`config.mk`:
```
export PLATFORM = sky130hd
export DESIGN_NAME = unidade_execucao_matriz_flat
export DESIGN_NICKNAME = d
export VERILOG_FILES = /design/src/rtl/unidade_execucao_matriz_pkg.sv /design/src/rtl/unidade_execucao_matriz_if.sv /design/src/rtl/unidade_execucao_matriz_decod.sv /design/src/rtl/unidade_execucao_matriz.sv /design/src/flat_wrapper.sv
export SDC_FILE = /design/constraint.sdc
export NUM_CORES = 1
export LEC_CHECK = 0
export CORE_MARGIN = 8
export CORE_UTILIZATION = 48
export DETAILED_ROUTE_END_ITERATION = 10
export PLACE_DENSITY = 0.94
export SLEW_MARGIN = 20
export SYNTH_ARGS = -nofsm -noshare
export SYNTH_HDL_FRONTEND = slang
export SYNTH_SLANG_ARGS = --single-unit
```
`constraint.sdc`:
```
create_clock -name clk -period 3.2 [get_ports clk]
set_clock_uncertainty 0.05 [all_clocks]
set_input_delay 0.64 -clock clk [delete_from_list [all_inputs] [get_ports clk]]
set_output_delay 0.64 -clock clk [all_outputs]
set_load 0.02 [all_outputs]
```
`src/rtl/unidade_execucao_matriz_pkg.sv`:
```
// Shared definitions for the matrix execution unit.
// Holds the default widths, the instruction field positions, the opcode
// constants, the FSM state encoding and the decoded-instruction struct.
// No ports: this is a package imported by the interface, the decoder and the top.
package unidade_execucao_matriz_pkg;

    localparam int DADO_W_PADRAO = 16;
    localparam int ADDR_W_PADRAO = 8;
    localparam int INSTR_W       = 32;
    localparam int IDX_W         = 6;

    // Field positions inside the 32-bit instruction word
    localparam int OP_MSB     = 31;
    localparam int OP_LSB     = 28;
    localparam int LINHA_MSB  = 27;
    localparam int LINHA_LSB  = 25;
    localparam int COLUNA_MSB = 24;
    localparam int COLUNA_LSB = 22;
    localparam int DADO_MSB   = 21;
    localparam int DADO_LSB   = 6;
    localparam int ID_MSB     = 5;
    localparam int ID_LSB     = 4;

    // Opcodes; 0x5..0xF are illegal
    localparam logic [3:0] OP_NOP       = 4'h0;
    localparam logic [3:0] OP_ESCREVER  = 4'h1;
    localparam logic [3:0] OP_LER       = 4'h2;
    localparam logic [3:0] OP_ZERAR     = 4'h3;
    localparam logic [3:0] OP_PREENCHER = 4'h4;

    typedef enum logic [2:0] {
        OCIOSO    = 3'd0,
        ESCREVE   = 3'd1,
        LE_REQ    = 3'd2,
        LE_ESPERA = 3'd3,
        VARRE     = 3'd4,
        RESPONDE  = 3'd5
    } estado_e;

    typedef struct packed {
        logic [3:0]                   opcode;
        logic [2:0]                   linha;
        logic [2:0]                   coluna;
        logic [DADO_MSB-DADO_LSB:0]   dado;
        logic [1:0]                   id_matriz;
    } instr_campos_t;

    function automatic logic opcode_legal(input logic [3:0] op);
        return (op <= OP_PREENCHER);
    endfunction

endpackage

```
`src/rtl/unidade_execucao_matriz_if.sv`:
```
// Bus bundle of the matrix execution unit: instruction handshake, matrix-bank
// access port and response handshake.
// Ports (as signals): instr_valid/instr_ready/instrucao, mem_en/mem_we/
// mem_addr/mem_wdata/mem_rdata, resp_valid/resp_ready/resp_dado/resp_erro,
// ocupado.
//
// Handshake semantics (both instr_* and resp_*): a transfer happens on a
// rising clock edge where valid and ready are both 1. The producer keeps
// valid and its payload stable until that edge; ready may be raised or
// dropped at any time by the consumer and does not depend on valid.
interface unidade_execucao_matriz_if #(
    parameter int DADO_W = 16,
    parameter int ADDR_W = 8
);
    logic              instr_valid;
    logic              instr_ready;
    logic [31:0]       instrucao;
    logic              mem_en;
    logic              mem_we;
    logic [ADDR_W-1:0] mem_addr;
    logic [DADO_W-1:0] mem_wdata;
    logic [DADO_W-1:0] mem_rdata;
    logic              resp_valid;
    logic              resp_ready;
    logic [DADO_W-1:0] resp_dado;
    logic              resp_erro;
    logic              ocupado;

    // Execution unit side
    modport slave (
        input  instr_valid, instrucao, mem_rdata, resp_ready,
        output instr_ready, mem_en, mem_we, mem_addr, mem_wdata,
               resp_valid, resp_dado, resp_erro, ocupado
    );

    // Instruction source / bank / response consumer side
    modport master (
        output instr_valid, instrucao, mem_rdata, resp_ready,
        input  instr_ready, mem_en, mem_we, mem_addr, mem_wdata,
               resp_valid, resp_dado, resp_erro, ocupado
    );
endinterface

```
`src/rtl/unidade_execucao_matriz_decod.sv`:
```
// decodificador_instrucao: purely combinational split of a 32-bit
// instruction word into its fields, plus a legality flag for the opcode.
// Ports: instrucao (in, 32), campos (out, decoded fields), legal (out, 1).
module decodificador_instrucao
    import unidade_execucao_matriz_pkg::*;
(
    input  logic [INSTR_W-1:0] instrucao,
    output instr_campos_t      campos,
    output logic               legal
);
    assign campos.opcode    = instrucao[OP_MSB:OP_LSB];
    assign campos.linha     = instrucao[LINHA_MSB:LINHA_LSB];
    assign campos.coluna    = instrucao[COLUNA_MSB:COLUNA_LSB];
    assign campos.dado      = instrucao[DADO_MSB:DADO_LSB];
    assign campos.id_matriz = instrucao[ID_MSB:ID_LSB];
    assign legal            = opcode_legal(instrucao[OP_MSB:OP_LSB]);
endmodule

```
`src/rtl/unidade_execucao_matriz.sv`:
```
// unidade_execucao_matriz: executes one matrix-bank instruction at a time
// (NOP, single write, single read, 64-entry zero/fill sweep) and returns a
// response with the read data or an illegal-opcode flag.
// Ports: clk, rst_n (async, active-low); bus (slave modport: instruction
// handshake, bank access, response handshake, ocupado); estado_dbg (current
// FSM state, for observation only).
module unidade_execucao_matriz
    import unidade_execucao_matriz_pkg::*;
#(
    parameter int DADO_W = DADO_W_PADRAO,
    parameter int ADDR_W = ADDR_W_PADRAO
) (
    input  logic                          clk,
    input  logic                          rst_n,
    unidade_execucao_matriz_if.slave      bus,
    output estado_e                       estado_dbg
);

    localparam logic [IDX_W-1:0] IDX_MAX = '1;

    estado_e             estado_q, estado_d;
    logic [INSTR_W-1:0]  instr_q, instr_d;
    logic [IDX_W-1:0]    idx_q, idx_d;
    logic [DADO_W-1:0]   resp_dado_q, resp_dado_d;
    logic                resp_erro_q, resp_erro_d;
    logic                ready_q, ready_d;

    instr_campos_t       campos;
    logic                campos_legal;
    logic                aceita;
    logic [3:0]          op_novo;

    // Operands always come from the registered word
    decodificador_instrucao u_decod (
        .instrucao (instr_q),
        .campos    (campos),
        .legal     (campos_legal)
    );

    assign aceita     = bus.instr_valid & ready_q;
    // Dispatch looks at the opcode of the word being accepted so the first
    // action can happen in the very next cycle.
    assign op_novo    = bus.instrucao[OP_MSB:OP_LSB];
    assign estado_dbg = estado_q;

    // State and datapath registers
    always_ff @(posedge clk or negedge rst_n) begin
        if (!rst_n) begin
            estado_q    <= OCIOSO;
            instr_q     <= '0;
            idx_q       <= '0;
            resp_dado_q <= '0;
            resp_erro_q <= 1'b0;
            ready_q     <= 1'b0;
        end else begin
            estado_q    <= estado_d;
            instr_q     <= instr_d;
            idx_q       <= idx_d;
            resp_dado_q <= resp_dado_d;
            resp_erro_q <= resp_erro_d;
            ready_q     <= ready_d;
        end
    end

    // Next-state logic
    always_comb begin
        estado_d = estado_q;
        unique case (estado_q)
            OCIOSO: begin
                if (aceita) begin
                    case (op_novo)
                        OP_ESCREVER:            estado_d = ESCREVE;
                        OP_LER:                 estado_d = LE_REQ;
                        OP_ZERAR, OP_PREENCHER: estado_d = VARRE;
                        default:                estado_d = RESPONDE; // NOP and illegal
                    endcase
                end
            end
            ESCREVE:   estado_d = RESPONDE;
            LE_REQ:    estado_d = LE_ESPERA;
            LE_ESPERA: estado_d = RESPONDE;
            VARRE:     if (idx_q == IDX_MAX) estado_d = RESPONDE;
            RESPONDE:  if (bus.resp_ready) estado_d = OCIOSO;
            default:   estado_d = OCIOSO;
        endcase
    end

    // Datapath next values
    always_comb begin
        instr_d     = instr_q;
        idx_d       = idx_q;
        resp_dado_d = resp_dado_q;
        resp_erro_d = resp_erro_q;
        if (estado_q == OCIOSO && aceita) begin
            instr_d     = bus.instrucao;
            resp_dado_d = '0;
            resp_erro_d = ~opcode_legal(op_novo);
        end
        // Sweep index stops at the last entry and is parked back at 0
        if (estado_q == VARRE) begin
            idx_d = (idx_q == IDX_MAX) ? '0 : idx_q + {{(IDX_W-1){1'b0}}, 1'b1};
        end
        // Bank returns read data one cycle after the strobe
        if (estado_q == LE_ESPERA) begin
            resp_dado_d = bus.mem_rdata;
        end
        // Registered ready keeps instr_ready low while reset is asserted
        ready_d = (estado_d == OCIOSO);
    end

    // Outputs
    always_comb begin
        bus.instr_ready = ready_q;
        bus.ocupado     = (estado_q != OCIOSO);
        bus.resp_valid  = (estado_q == RESPONDE);
        bus.resp_dado   = (estado_q == RESPONDE) ? resp_dado_q : '0;
        bus.resp_erro   = (estado_q == RESPONDE) ? resp_erro_q : 1'b0;
        bus.mem_en      = 1'b0;
        bus.mem_we      = 1'b0;
        bus.mem_addr    = '0;
        bus.mem_wdata   = '0;
        case (estado_q)
            ESCREVE: begin
                bus.mem_en    = 1'b1;
                bus.mem_we    = 1'b1;
                bus.mem_addr  = ADDR_W'({campos.id_matriz, campos.linha, campos.coluna});
                bus.mem_wdata = DADO_W'(campos.dado);
            end
            LE_REQ: begin
                bus.mem_en   = 1'b1;
                bus.mem_addr = ADDR_W'({campos.id_matriz, campos.linha, campos.coluna});
            end
            VARRE: begin
                bus.mem_en    = 1'b1;
                bus.mem_we    = 1'b1;
                bus.mem_addr  = ADDR_W'({campos.id_matriz, idx_q});
                bus.mem_wdata = (campos.opcode == OP_ZERAR) ? '0 : DADO_W'(campos.dado);
            end
            default: ;
        endcase
    end

endmodule

```
`src/flat_wrapper.sv`:
```
// flat-port wrapper written by rule: the top's interface ports become plain ports
module unidade_execucao_matriz_flat import unidade_execucao_matriz_pkg::*;
#(
    parameter int DADO_W = DADO_W_PADRAO,
    parameter int ADDR_W = ADDR_W_PADRAO
)
  (clk, rst_n, estado_dbg, bus_instr_valid, bus_instrucao, bus_mem_rdata, bus_resp_ready, bus_instr_ready, bus_mem_en, bus_mem_we, bus_mem_addr, bus_mem_wdata, bus_resp_valid, bus_resp_dado, bus_resp_erro, bus_ocupado);
  unidade_execucao_matriz_if #(.DADO_W(DADO_W), .ADDR_W(ADDR_W)) bus_i ();
  input  logic clk;
  input  logic rst_n;
  output estado_e estado_dbg;
  input wire logic [$bits(bus_i.instr_valid)-1:0] bus_instr_valid;
  input wire logic [$bits(bus_i.instrucao)-1:0] bus_instrucao;
  input wire logic [$bits(bus_i.mem_rdata)-1:0] bus_mem_rdata;
  input wire logic [$bits(bus_i.resp_ready)-1:0] bus_resp_ready;
  output wire logic [$bits(bus_i.instr_ready)-1:0] bus_instr_ready;
  output wire logic [$bits(bus_i.mem_en)-1:0] bus_mem_en;
  output wire logic [$bits(bus_i.mem_we)-1:0] bus_mem_we;
  output wire logic [$bits(bus_i.mem_addr)-1:0] bus_mem_addr;
  output wire logic [$bits(bus_i.mem_wdata)-1:0] bus_mem_wdata;
  output wire logic [$bits(bus_i.resp_valid)-1:0] bus_resp_valid;
  output wire logic [$bits(bus_i.resp_dado)-1:0] bus_resp_dado;
  output wire logic [$bits(bus_i.resp_erro)-1:0] bus_resp_erro;
  output wire logic [$bits(bus_i.ocupado)-1:0] bus_ocupado;
  assign bus_i.instr_valid = bus_instr_valid;
  assign bus_i.instrucao = bus_instrucao;
  assign bus_i.mem_rdata = bus_mem_rdata;
  assign bus_i.resp_ready = bus_resp_ready;
  assign bus_instr_ready = bus_i.instr_ready;
  assign bus_mem_en = bus_i.mem_en;
  assign bus_mem_we = bus_i.mem_we;
  assign bus_mem_addr = bus_i.mem_addr;
  assign bus_mem_wdata = bus_i.mem_wdata;
  assign bus_resp_valid = bus_i.resp_valid;
  assign bus_resp_dado = bus_i.resp_dado;
  assign bus_resp_erro = bus_i.resp_erro;
  assign bus_ocupado = bus_i.ocupado;
  unidade_execucao_matriz #(.DADO_W(DADO_W), .ADDR_W(ADDR_W)) u_core (.clk(clk), .rst_n(rst_n), .bus(bus_i), .estado_dbg(estado_dbg));
endmodule
```
==> flow_metrics.tcl <==
set metrics [dict create \
    worst_slew_pin_slew_ns 0.5888 \
    r2r_setup_slack_ns 1.16 \
    tns_ns 0 \
    p_leak_nw 1.802 \
    r2r-start "u_core.estado_dbg[1]" \
    hold_viol 0 \
    dpl.hpwl_microns 5443 \
    synth_seq_area_share_pct 49.17 \
    die_y_microns 92.36 \
    yosys_register_bits 55 \
    synthArstFlopShare_pct 100.0 \
    synth_top_area_cell "dfrtp_1" \
    max_freq_mhz 325.1 \
    synth_area_sq_mm 0.002799 \
    maxSlewHeadroom_pct 60.71 \
    syn_nets 373 \
    pre_cts_ws_ns 0.3128 \
    peakVddDrop_v 0.0004658 \
    seqCellArea_sq_mm 0.001378 \
    ios 101 \
    synth_edf_count 0 \
    startpoint "u_core.estado_dbg[2]" \
    yosysMostFrequentCell "nand2_1" \
    slowest_stage "clkdlybuf4s50_1" \
    antenna_cells_inserted 0 \
    slowest_delay_ns 0.60 \
    grt_max_degree 33 \
    rsz0062_at_grt "false" \
    synthToLayoutAreaGrowth_pct 38.80 \
    reg2reg_to "u_core.resp_erro_q" \
    layout.nets 465 \
    crit_type "reg2out" \
    start_util_pct 48.42 \
    ys_top_cells_by_area "dfrtp_1 (49%), nand2_1 (18%), and2_1 (7.8%)" \
    worst_slack_ns 0.1237 \
    arrival_ns 2.39 \
    crit_chain "nor2b_1 > nor2_1 > o21bai_2 > and2_1 > clkdlybuf4s50_1" \
    hold_buffers 0 \
    numCtsBuffers 5 \
    tritoncts "yes" \
    totalWireLength_microns 7470 \
    status "completed" \
    clock_path_buffers 2 \
    slew_violations 0 \
    cts_root_buf "clkbuf_8" \
    power_density_mw_per_mm2 811.9 \
    first_pass_iters 4 \
    endpoint "bus_mem_addr[7]" \
    rows 28 \
    worstSetupEndpointType "primary output" \
    grt_overflow_total 0 \
    placement.io_buffers 96 \
    synth_area_per_cell_sq_um 8.747 \
    drc_errors 0 \
    dieArea_sq_mm 0.008530 \
    finalCritPeriodShare_pct 96.13 \
    min_path_type "in2async" \
    htreeDepth 2 \
    path_max_fanout 14 \
    postCtsSetupBuffers 0 \
    ys_types 42 \
    drive_above_1_share_pct 7.748 \
    grt_pass1_wl_microns 12170 \
    drv_cap 0 \
    vias 2514 \
    cp-start-kind "flip-flop" \
    yosys_warnings 0 \
    die_width_microns 92.36 \
    synth_top_area_share_pct 49.17 \
    cts-resized-gates 1 \
    drtIter0Drc 95 \
    grt_antenna_before_repair 0 \
    period_minus_slack_ns 3.076 \
    required_ns 2.51 \
    multiInputGateArea_sq_mm 0.001280 \
    synthTopCellsByCount "nand2_1 (131), dfrtp_1 (55), and2_1 (35)" \
    setup_viol 0 \
    cts_sinks 55 \
    drt.antenna.violating_nets 0 \
    routedWlPerCell_microns 15.31 \
    via_per_inst 5.152 \
    clkSlewWorstSetupHoldPaths_ns 0.09 \
    rr_worst_depth 6 \
    synth_flop_cell "dfrtp_1" \
    postSynthCellCount 320 \
    fillers 467 \
    first_global_vias 2577 \
    coreArea_sq_mm 0.005781 \
    gp_congestion 0.8340 \
    grt_util_all_layers_pct 17.30 \
    clk_latency_ns 0.30 \
]
[where the power goes]
| group | switching [mW] | internal (mW) |
|---|---|---|
| clock network | 0.218 | 0.253 |
| registers | 0.191 | 0.922 |
| logic | 0.853 | 0.717 |
[registers in the layout (all words and copies together), names as in the netlist]
| name | cells |
|---|---|
| u_core.estado_dbg | 3 |
| u_core.instr_q | 28 |
| u_core.bus.instr_ready | 1 |
| u_core.idx_q | 6 |
| u_core.resp_erro_q | 1 |
| u_core.resp_dado_q | 16 |
[final cells by class]
| type | instances | area share [%] |
|---|---|---|
| Sequential cell | 55 | 35.46 |
| Tap cell | 75 | 2.415 |
| Multi-Input combinational cell | 244 | 32.95 |
| Inverter | 4 | 0.3865 |
| Clock inverter | 2 | 0.9018 |
| Clock buffer | 6 | 2.126 |
| Timing Repair Buffer | 102 | 25.76 |
[per-stage QoR]
step	cells	utilization (%)	power (mW)	hold WS [ns]	cell area, sq um
6_report	488	67.21	3.154	0.2500	3885
5_1_grt	488	67.21	3.348	0.2765	3885
3_3_place_gp	480	65.11	2.629	0.3982	3764
2_1_floorplan	320	-	2.055	0.2944	2799
4_1_cts	488	67.16	3.181	0.2556	3882
3_5_place_dp	480	65.11	2.694	0.4046	3764
[worst max-delay path, delay by kind of cell, from the launching register on]
family / cells / cell delay (ns)
and+or+nand+nor: 3 / 0.73
buffers and inverters: 1 / 0.60
DFF: 1 / 0.56
AOI/OAI and AO/OA: 1 / 0.19
[kinds of logic (layout without fill, tap and decap cells)]
| kind of cell | after synthesis | in the layout | synth area share, % |
|---|---|---|---|
| compound gates | 33 | 33 | 8.494 |
| mux | 1 | 1 | 0.4023 |
| fa+ha+maj | 1 | 1 | 0.4470 |
| buf+inv | 21 | 114 | 5.185 |
| xor+xnor | 2 | 2 | 0.6260 |
| simple gates | 207 | 207 | 35.67 |
| flops | 55 | 55 | 49.17 |
[routing by layer]
metal,wire length (microns),vias to the layer above,track usage (%)
met3,473,8,4.693
li1,-,1216,-
met5,0,-,0
met4,91,0,4.966
met1,2899,1206,18.50
met2,4006,84,32.36
[cell usage in the layout, fill, tap and decap left out, drive strengths merged, types with 2 or more instances in the layout]
master / n
nand2: 131
clkdlybuf4s50: 95
dfrtp: 55
and2: 35
nand3: 20
o21ai: 12
buf: 7
a22oi: 6
clkbuf: 6
a21oi: 6
nor2: 5
inv: 4
nand2b: 4
nor3: 2
xnor2: 2
o31ai: 2
or2: 2
nor3b: 2
nor2b: 2
[worst min-delay path by stage]
| stage | endpoint | slack [ns] | cells after the start |
|---|---|---|---|
| final | u_core.instr_q[5] | 0.25 | 1 |
| after global placement | u_core.instr_q[18] | 0.40 | 2 |
| after detailed placement | u_core.instr_q[7] | 0.40 | 2 |
| after global routing | u_core.instr_q[5] | 0.28 | 1 |
| after CTS | u_core.instr_q[5] | 0.26 | 1 |
| after floorplan | u_core.bus.instr_ready | 0.29 | 0 |
Note: power is estimated with default switching activity, not from simulation.
